$ cat src/rtl/imem_responder_pkg.sv
// imem_responder_pkg: shared types and constants for the instruction-memory responder.
//   imem_state_e : responder FSM states
//   NOP_INSTR    : default instruction returned on an error response
//   WAIT_CNT_W   : width of the wait-state counter (WAIT_STATES range 0..15)
//   addr_is_err  : misaligned / out-of-range fetch address check
package imem_responder_pkg;

  typedef enum logic [1:0] {
    IMEM_IDLE,
    IMEM_WAIT,
    IMEM_RESP
  } imem_state_e;

  localparam logic [31:0] NOP_INSTR = 32'h0000_0013;
  localparam int unsigned WAIT_CNT_W = 4;

  // The word index is compared at full width so addresses far beyond the array are
  // flagged rather than aliased onto a low word.
  function automatic logic addr_is_err(input logic [31:0] addr, input int unsigned depth);
    return (addr[1:0] != 2'b00) || ({2'b00, addr[31:2]} >= depth);
  endfunction

endpackage

$ cat src/rtl/imem_responder_if.sv
// imem_responder_if: fetch bus between the core (master) and the instruction memory (slave).
//   req_valid/req_ready/req_addr : fetch request handshake, byte address
//   flush                        : squash any in-flight fetch
//   rsp_valid/rsp_ready          : response handshake
//   rsp_instr/rsp_addr/rsp_err   : response payload
interface imem_responder_if;

  logic        req_valid;
  logic        req_ready;
  logic [31:0] req_addr;
  logic        flush;
  logic        rsp_valid;
  logic        rsp_ready;
  logic [31:0] rsp_instr;
  logic [31:0] rsp_addr;
  logic        rsp_err;

  modport master (
    output req_valid,
    output req_addr,
    output flush,
    output rsp_ready,
    input  req_ready,
    input  rsp_valid,
    input  rsp_instr,
    input  rsp_addr,
    input  rsp_err
  );

  modport slave (
    input  req_valid,
    input  req_addr,
    input  flush,
    input  rsp_ready,
    output req_ready,
    output rsp_valid,
    output rsp_instr,
    output rsp_addr,
    output rsp_err
  );

endinterface

$ cat src/rtl/imem_array.sv
// imem_array: DEPTH x 32 instruction storage, synchronous write, asynchronous read, no reset.
//   i_clk            : clock
//   i_we/i_waddr/i_wdata : write port (out-of-range index ignored)
//   i_raddr/o_rdata  : combinational read port (out-of-range index reads 0)
// The storage array r_mem is reachable hierarchically for preload.
module imem_array #(
  parameter int unsigned DEPTH = 64,
  parameter int unsigned AW    = 6
) (
  input  logic          i_clk,
  input  logic          i_we,
  input  logic [AW-1:0] i_waddr,
  input  logic [31:0]   i_wdata,
  input  logic [AW-1:0] i_raddr,
  output logic [31:0]   o_rdata
);

  localparam bit IS_POW2 = (DEPTH == (32'd1 << AW));

  logic [31:0] r_mem [DEPTH];
  logic        w_wr_ok;
  logic        w_rd_ok;

  // A power-of-two depth cannot be addressed out of range, so skip the compare there.
  if (IS_POW2) begin : g_pow2
    assign w_wr_ok = 1'b1;
    assign w_rd_ok = 1'b1;
  end else begin : g_npow2
    assign w_wr_ok = (32'(i_waddr) < DEPTH);
    assign w_rd_ok = (32'(i_raddr) < DEPTH);
  end

  always_ff @(posedge i_clk) begin
    if (i_we && w_wr_ok) begin
      r_mem[i_waddr] <= i_wdata;
    end
  end

  assign o_rdata = w_rd_ok ? r_mem[i_raddr] : 32'h0;

endmodule

$ cat src/rtl/imem_responder.sv
// imem_responder: memory end of the core's instruction-fetch interface.
//   i_clk, i_rst         : clock, synchronous active-high reset
//   io_bus (slave)       : fetch request/response handshake plus flush
//   i_ld_we/i_ld_addr/i_ld_data : program load port, active in any state and during reset
//   o_stat_fetches/o_stat_flushes/o_stat_errs : event counters, present only when
//                          IMEM_RESPONDER_STATS_EN is defined
// One request is outstanding at a time; the response appears WAIT_STATES+1 cycles after
// the accept cycle and holds until rsp_ready. flush drops an in-flight fetch.
module imem_responder
  import imem_responder_pkg::*;
#(
  parameter int unsigned DEPTH       = 64,
  parameter int unsigned WAIT_STATES = 0,
  parameter logic [31:0] ERR_INSTR   = NOP_INSTR,
  localparam int unsigned AW         = (DEPTH > 1) ? $clog2(DEPTH) : 1
) (
  input  logic                  i_clk,
  input  logic                  i_rst,
  imem_responder_if.slave       io_bus,
  input  logic                  i_ld_we,
  input  logic [AW-1:0]         i_ld_addr,
  input  logic [31:0]           i_ld_data
`ifdef IMEM_RESPONDER_STATS_EN
  ,
  output logic [31:0]           o_stat_fetches,
  output logic [31:0]           o_stat_flushes,
  output logic [31:0]           o_stat_errs
`endif
);

  if (WAIT_STATES > 15) begin : g_bad_wait
    $error("imem_responder: WAIT_STATES must be in 0..15");
  end

  localparam logic [WAIT_CNT_W-1:0] WAIT_INIT = WAIT_CNT_W'(WAIT_STATES);
  localparam logic [WAIT_CNT_W-1:0] CNT_ONE   = WAIT_CNT_W'(1);

  imem_state_e           r_state;
  imem_state_e           w_state_d;
  logic [WAIT_CNT_W-1:0] r_cnt;
  logic [WAIT_CNT_W-1:0] w_cnt_d;
  logic [31:0]           r_req_addr;
  logic [31:0]           r_rsp_instr;
  logic [31:0]           r_rsp_addr;
  logic                  r_rsp_err;

  logic                  w_accept;
  logic                  w_rsp_hs;
  logic                  w_enter_resp;
  logic [31:0]           w_samp_addr;
  logic                  w_samp_err;
  logic [31:0]           w_rd_data;

  assign io_bus.req_ready = (r_state == IMEM_IDLE) && !io_bus.flush && !i_rst;
  assign w_accept         = io_bus.req_valid && io_bus.req_ready;
  assign w_rsp_hs         = (r_state == IMEM_RESP) && io_bus.rsp_ready;

  // With zero wait states the response is sampled on the accept edge itself, so the
  // address comes straight off the bus; otherwise it comes from the captured copy.
  assign w_samp_addr = (r_state == IMEM_IDLE) ? io_bus.req_addr : r_req_addr;
  assign w_samp_err  = addr_is_err(w_samp_addr, DEPTH);

  imem_array #(
    .DEPTH (DEPTH),
    .AW    (AW)
  ) u_array (
    .i_clk   (i_clk),
    .i_we    (i_ld_we),
    .i_waddr (i_ld_addr),
    .i_wdata (i_ld_data),
    .i_raddr (w_samp_addr[AW+1:2]),
    .o_rdata (w_rd_data)
  );

  always_comb begin
    w_state_d    = r_state;
    w_cnt_d      = r_cnt;
    w_enter_resp = 1'b0;
    unique case (r_state)
      IMEM_IDLE: begin
        if (w_accept) begin
          if (WAIT_STATES == 0) begin
            w_state_d    = IMEM_RESP;
            w_enter_resp = 1'b1;
          end else begin
            w_state_d = IMEM_WAIT;
            w_cnt_d   = WAIT_INIT;
          end
        end
      end
      IMEM_WAIT: begin
        if (io_bus.flush) begin
          w_state_d = IMEM_IDLE;
          w_cnt_d   = '0;
        end else if (r_cnt == CNT_ONE) begin
          w_state_d    = IMEM_RESP;
          w_enter_resp = 1'b1;
          w_cnt_d      = '0;
        end else begin
          w_cnt_d = r_cnt - CNT_ONE;
        end
      end
      IMEM_RESP: begin
        // A flush alongside rsp_ready still counts as a consumed response.
        if (io_bus.rsp_ready || io_bus.flush) begin
          w_state_d = IMEM_IDLE;
        end
      end
      default: begin
        w_state_d = IMEM_IDLE;
        w_cnt_d   = '0;
      end
    endcase
  end

  always_ff @(posedge i_clk) begin
    if (i_rst) begin
      r_state     <= IMEM_IDLE;
      r_cnt       <= '0;
      r_req_addr  <= 32'h0;
      r_rsp_instr <= ERR_INSTR;
      r_rsp_addr  <= 32'h0;
      r_rsp_err   <= 1'b0;
    end else begin
      r_state <= w_state_d;
      r_cnt   <= w_cnt_d;
      if (w_accept) begin
        r_req_addr <= io_bus.req_addr;
      end
      // Read is combinational, so a load-port write on this same edge is not yet visible.
      if (w_enter_resp) begin
        r_rsp_addr  <= w_samp_addr;
        r_rsp_err   <= w_samp_err;
        r_rsp_instr <= w_samp_err ? ERR_INSTR : w_rd_data;
      end
    end
  end

  assign io_bus.rsp_valid = (r_state == IMEM_RESP);
  assign io_bus.rsp_instr = r_rsp_instr;
  assign io_bus.rsp_addr  = r_rsp_addr;
  assign io_bus.rsp_err   = r_rsp_err;

`ifdef IMEM_RESPONDER_STATS_EN
  logic [31:0] r_stat_fetches;
  logic [31:0] r_stat_flushes;
  logic [31:0] r_stat_errs;
  logic        w_squash;

  // Only a flush that actually drops a fetch counts; a flush riding on a handshake does not.
  assign w_squash = io_bus.flush &&
                    ((r_state == IMEM_WAIT) || ((r_state == IMEM_RESP) && !io_bus.rsp_ready));

  always_ff @(posedge i_clk) begin
    if (i_rst) begin
      r_stat_fetches <= 32'h0;
      r_stat_flushes <= 32'h0;
      r_stat_errs    <= 32'h0;
    end else begin
      if (w_rsp_hs) begin
        r_stat_fetches <= r_stat_fetches + 32'd1;
      end
      if (w_squash) begin
        r_stat_flushes <= r_stat_flushes + 32'd1;
      end
      if (w_rsp_hs && r_rsp_err) begin
        r_stat_errs <= r_stat_errs + 32'd1;
      end
    end
  end

  assign o_stat_fetches = r_stat_fetches;
  assign o_stat_flushes = r_stat_flushes;
  assign o_stat_errs    = r_stat_errs;
`else
  logic w_unused;
  assign w_unused = w_rsp_hs;
`endif

endmodule
$ cat src/flat_wrapper.sv
// flat-port wrapper written by rule: the top's interface ports become plain ports
module imem_responder_flat import imem_responder_pkg::*;
#(
  parameter int unsigned DEPTH       = 64,
  parameter int unsigned WAIT_STATES = 0,
  parameter logic [31:0] ERR_INSTR   = NOP_INSTR,
  localparam int unsigned AW         = (DEPTH > 1) ? $clog2(DEPTH) : 1
)
  (i_clk, i_rst, i_ld_we, i_ld_addr, i_ld_data, io_bus_req_valid, io_bus_req_addr, io_bus_flush, io_bus_rsp_ready, io_bus_req_ready, io_bus_rsp_valid, io_bus_rsp_instr, io_bus_rsp_addr, io_bus_rsp_err);
  imem_responder_if io_bus_i ();
  input  logic i_clk;
  input  logic i_rst;
  input  logic i_ld_we;
  input  logic [AW-1:0] i_ld_addr;
  input  logic [31:0] i_ld_data;
  input wire logic [$bits(io_bus_i.req_valid)-1:0] io_bus_req_valid;
  input wire logic [$bits(io_bus_i.req_addr)-1:0] io_bus_req_addr;
  input wire logic [$bits(io_bus_i.flush)-1:0] io_bus_flush;
  input wire logic [$bits(io_bus_i.rsp_ready)-1:0] io_bus_rsp_ready;
  output wire logic [$bits(io_bus_i.req_ready)-1:0] io_bus_req_ready;
  output wire logic [$bits(io_bus_i.rsp_valid)-1:0] io_bus_rsp_valid;
  output wire logic [$bits(io_bus_i.rsp_instr)-1:0] io_bus_rsp_instr;
  output wire logic [$bits(io_bus_i.rsp_addr)-1:0] io_bus_rsp_addr;
  output wire logic [$bits(io_bus_i.rsp_err)-1:0] io_bus_rsp_err;
  assign io_bus_i.req_valid = io_bus_req_valid;
  assign io_bus_i.req_addr = io_bus_req_addr;
  assign io_bus_i.flush = io_bus_flush;
  assign io_bus_i.rsp_ready = io_bus_rsp_ready;
  assign io_bus_req_ready = io_bus_i.req_ready;
  assign io_bus_rsp_valid = io_bus_i.rsp_valid;
  assign io_bus_rsp_instr = io_bus_i.rsp_instr;
  assign io_bus_rsp_addr = io_bus_i.rsp_addr;
  assign io_bus_rsp_err = io_bus_i.rsp_err;
  imem_responder #(.DEPTH(DEPTH), .WAIT_STATES(WAIT_STATES), .ERR_INSTR(ERR_INSTR)) u_core (.i_clk(i_clk), .i_rst(i_rst), .io_bus(io_bus_i), .i_ld_we(i_ld_we), .i_ld_addr(i_ld_addr), .i_ld_data(i_ld_data));
endmodule
$ cat config.mk
export PLATFORM = sky130hd
export DESIGN_NAME = imem_responder_flat
export DESIGN_NICKNAME = d
export VERILOG_FILES = /design/src/rtl/imem_responder_pkg.sv /design/src/rtl/imem_responder_if.sv /design/src/rtl/imem_array.sv /design/src/rtl/imem_responder.sv /design/src/flat_wrapper.sv
export SDC_FILE = /design/constraint.sdc
export NUM_CORES = 2
export LEC_CHECK = 0
export BUFFER_PORTS_ARGS = -buffer_cell sky130_fd_sc_hd__buf_2
export CAP_MARGIN = 0
export CORE_MARGIN = 8
export CORE_UTILIZATION = 35
export CTS_BUF_LIST = sky130_fd_sc_hd__clkbuf_4 sky130_fd_sc_hd__clkbuf_8 sky130_fd_sc_hd__clkbuf_16
export DETAILED_ROUTE_END_ITERATION = 6
export MAX_ROUTING_LAYER = met4
export PLACE_DENSITY = 0.45
export SLEW_MARGIN = 20
export SYNTH_ARGS = -nofsm -noshare
export SYNTH_HDL_FRONTEND = slang
export SYNTH_HIERARCHICAL = 1
export SYNTH_SLANG_ARGS = --single-unit
$ cat constraint.sdc
create_clock -name i_clk -period 6.6 [get_ports i_clk]
set_clock_uncertainty 0.05 [all_clocks]
set_input_delay 0.33 -clock i_clk [delete_from_list [all_inputs] [get_ports i_clk]]
set_output_delay 0.33 -clock i_clk [all_outputs]
set_load 0.01 [all_outputs]
==> impl_metrics.json <==
{
  "yosysSeqAreaShare_pct": 77.8,
  "cts_hold_buf": 53,
  "syn_inst": 3649,
  "regToRegSetupSlack_ps": 1600,
  "drt_wl_total_mm": 245,
  "synth.area.top_cells": "edfxtp_1 (76%), mux4_2 (15%), dfxtp_1 (2.0%)",
  "wl_met3_mm": 14.2,
  "post_cts.repair.setup_buffers": 0,
  "numCtsBuffers": 221,
  "synth_nets": 3725,
  "clockRootBuffer": "clkbuf_16",
  "io_pins": 143,
  "cap_viol_max_count": 0,
  "p_leak_nw": 29.4,
  "power.density_mw_per_mm2": 310,
  "start_util_pct": 35.2,
  "nets": 4104,
  "cts_buffer_depth": 3,
  "slew_violations": 0,
  "core_mm2": 0.230,
  "grt_max_degree": 121,
  "crit_path_top_delay_cell": "dfxtp_1",
  "met1_length_mm": 109,
  "rr_worst_depth": 8,
  "arrival_ps": 5650,
  "worst_pin_slew_ps": 1110,
  "vias": 39796,
  "wl_per_cell_um": 33.8,
  "rows": 176,
  "worstReg2RegEnd": "u_core/io_bus.rsp_instr[11]",
  "cp.depth": 8,
  "p_total_mw": 29.3,
  "crit_chain": "mux2_8, buf_12, mux4_2, mux4_2, o22ai_1, nor2_1, nand4b_1, o22ai_1",
  "setup_viol": 0,
  "route.met2.wl_mm": 116,
  "status": "complete, no violations",
  "slowest_delay_ps": 890,
  "grt_pass1_vias": 40920,
  "crit_path_end_kind": "flip-flop",
  "required_ps": 7240,
  "clk_pin_slew_ps": 60,
  "hold_viol_final": 0,
  "synth.distinct_cells": 46,
  "final.setup.tns_ps": 0,
  "clock_latency_ps": 860,
  "drc": 0,
  "synth-edff-count": 2048,
  "crit_path_start": "u_core/r_state[1]",
  "cp_num_buf_inv": 1,
  "yosysTopAreaCellShare_pct": 75.9,
  "fin_crit_ps": 5000,
  "start_kind": "flip-flop",
  "antenna_found_initial": 28,
  "crit_fanout": 120,
  "synth_flop_cell": "edfxtp_1",
  "drive_above_1_share_pct": 31.6,
  "grt_overflow": 0,
  "peakVddDrop_uv": 266,
  "rsz0062_at_grt": "no",
  "syn-cell-area_mm2": 0.0811,
  "htreeDepth": 4,
  "ys_ff_latch": 2128,
  "port-buffer-count": 142,
  "crit_type": "reg2reg",
  "synthArstFlopShare_pct": 0,
  "clock_sinks": 2128,
  "hold_path_class": "in2reg",
  "drt_iter0_drc": 4647,
  "r2r_start": "u_core/r_state[1]",
  "fillerInstances": 20094,
  "area_delta_synth_final_pct": 16.3,
  "dieArea_mm2": 0.247,
  "ys_warn_count": 6,
  "final.period_utilization_pct": 75.8,
  "grt_usage_pct": 19.9,
  "antenna_left": 0,
  "cts_resized": 0,
  "grt_pass1_wl_mm": 340,
  "endpoint": "u_core/io_bus.rsp_instr[11]",
  "timing.slew.headroom_pct": 25.8,
  "yosys.area.top_type": "edfxtp_1",
  "avgViaCountPerCell": 5.49,
  "die_h_um": 497,
  "gp_congestion": 0.807,
  "cts_tree": "yes",
  "top_layer_used": "met4",
  "die_x_um": 497,
  "fmax_ghz": 0.200,
  "avgSynthCellArea_um2": 22.2,
  "crit_family": "multiplexers",
  "firstDrtPassIters": 5,
  "post-dp-hpwl_mm": 133
}
power by group:
part	internal [mW]	switching, mW
clock network	7.09	5.21
logic	0.747	1.31
registers	14.9	0.0280
total	22.7	6.54
cells in the final DEF (no fill, tap or decap), drive strengths merged, types with 3 or more instances in the layout:
cell         count
nand2          116
nor3            13
o32ai            4
edfxtp        2048
or3b             5
or3              3
a41o             4
a311oi           8
a41oi            3
nor2b           15
mux2             6
or2              4
nand4b          30
o221ai          27
nor2           146
o21ba            6
buf            323
inv              9
nand3b           5
mux2i           93
mux4           544
a22oi           13
clkinv          82
and3             4
nor4             5
a21oi           96
clkinvlp         4
nand2b           8
clkbuf         299
dfxtp           80
nand3            5
bufinv          10
dlygate4sd3     53
diode           10
nand4            3
o21a            12
o22ai          113
Yosys cell counts, types with 25 or more instances:
master    instances
o22ai_1         103
nand2_1         116
clkbuf_1        102
dfxtp_1          80
a21oi_1          96
nor2_1          145
buf_2            66
buf_4            25
edfxtp_1       2048
nand4b_1         30
mux4_2          544
mux2i_1          93
o221ai_1         27
cell families after synthesis:
| group | after synthesis | share of synthesized area, % |
|---|---|---|
| buffers and inverters | 220 | 1.29 |
| AND/OR/NAND/NOR | 367 | 2.13 |
| AO/OA/AOI/OAI | 291 | 2.40 |
| multiplexers | 643 | 16.3 |
| flip-flops | 2128 | 77.8 |
registers in the layout (all words and copies together) (netlist names):
| name | cells |
|---|---|
| u_core/r_state | 1 |
| u_core/u_array/r_mem | 2048 |
| u_core/io_bus.rsp_instr | 32 |
| u_core/io_bus.rsp_err | 1 |
| u_core/io_bus.rsp_addr | 32 |
| u_core/r_req_addr | 14 |
per-layer routing:
layer,up-vias,GRT usage [%]
met5,-,-
met4,0,4.61
met3,278,3.00
li1,16217,-
met1,21962,27.9
met2,1339,31.1
metrics by stage:
step,cells,hold WS [ps],area [um^2],setup WS [ps],util (%)
6_report,7245,97.8,94300,1600,41.0
5_1_grt,7239,72.9,94300,1500,41.0
4_1_cts,7235,26.8,94300,1590,41.0
3_5_place_dp,6778,394,86600,1580,37.6
3_3_place_gp,6778,389,86600,1610,37.6
2_1_floorplan,3649,370,81100,3060,-
layout make-up:
cell class | count | area (um^2) | share of cell area, %
Antenna cell | 10 | 25.0 | 0.0265
Clock buffer | 299 | 6330 | 6.71
Clock inverter | 105 | 835 | 0.885
Multi-Input combinational cell | 1301 | 17500 | 18.5
Sequential cell | 2128 | 63100 | 66.9
Tap cell | 3026 | 3790 | 4.01
Timing Repair Buffer | 376 | 2740 | 2.91
worst min-delay path by stage:
| stage | start | end | cells past startpoint |
|---|---|---|---|
| after floorplan | io_bus_flush | u_core/r_state[1] | 1 |
| after global placement | u_core/io_bus.rsp_addr[29] | u_core/io_bus.rsp_addr[29] | 2 |
| after detailed placement | u_core/io_bus.rsp_addr[29] | u_core/io_bus.rsp_addr[29] | 2 |
| after CTS | i_ld_addr[1] | u_core/u_array/r_mem[48][4] | 3 |
| after global routing | i_ld_data[31] | u_core/u_array/r_mem[43][31] | 2 |
| final | i_ld_data[4] | u_core/u_array/r_mem[4][4] | 2 |
(Power assumes the default switching activity.)
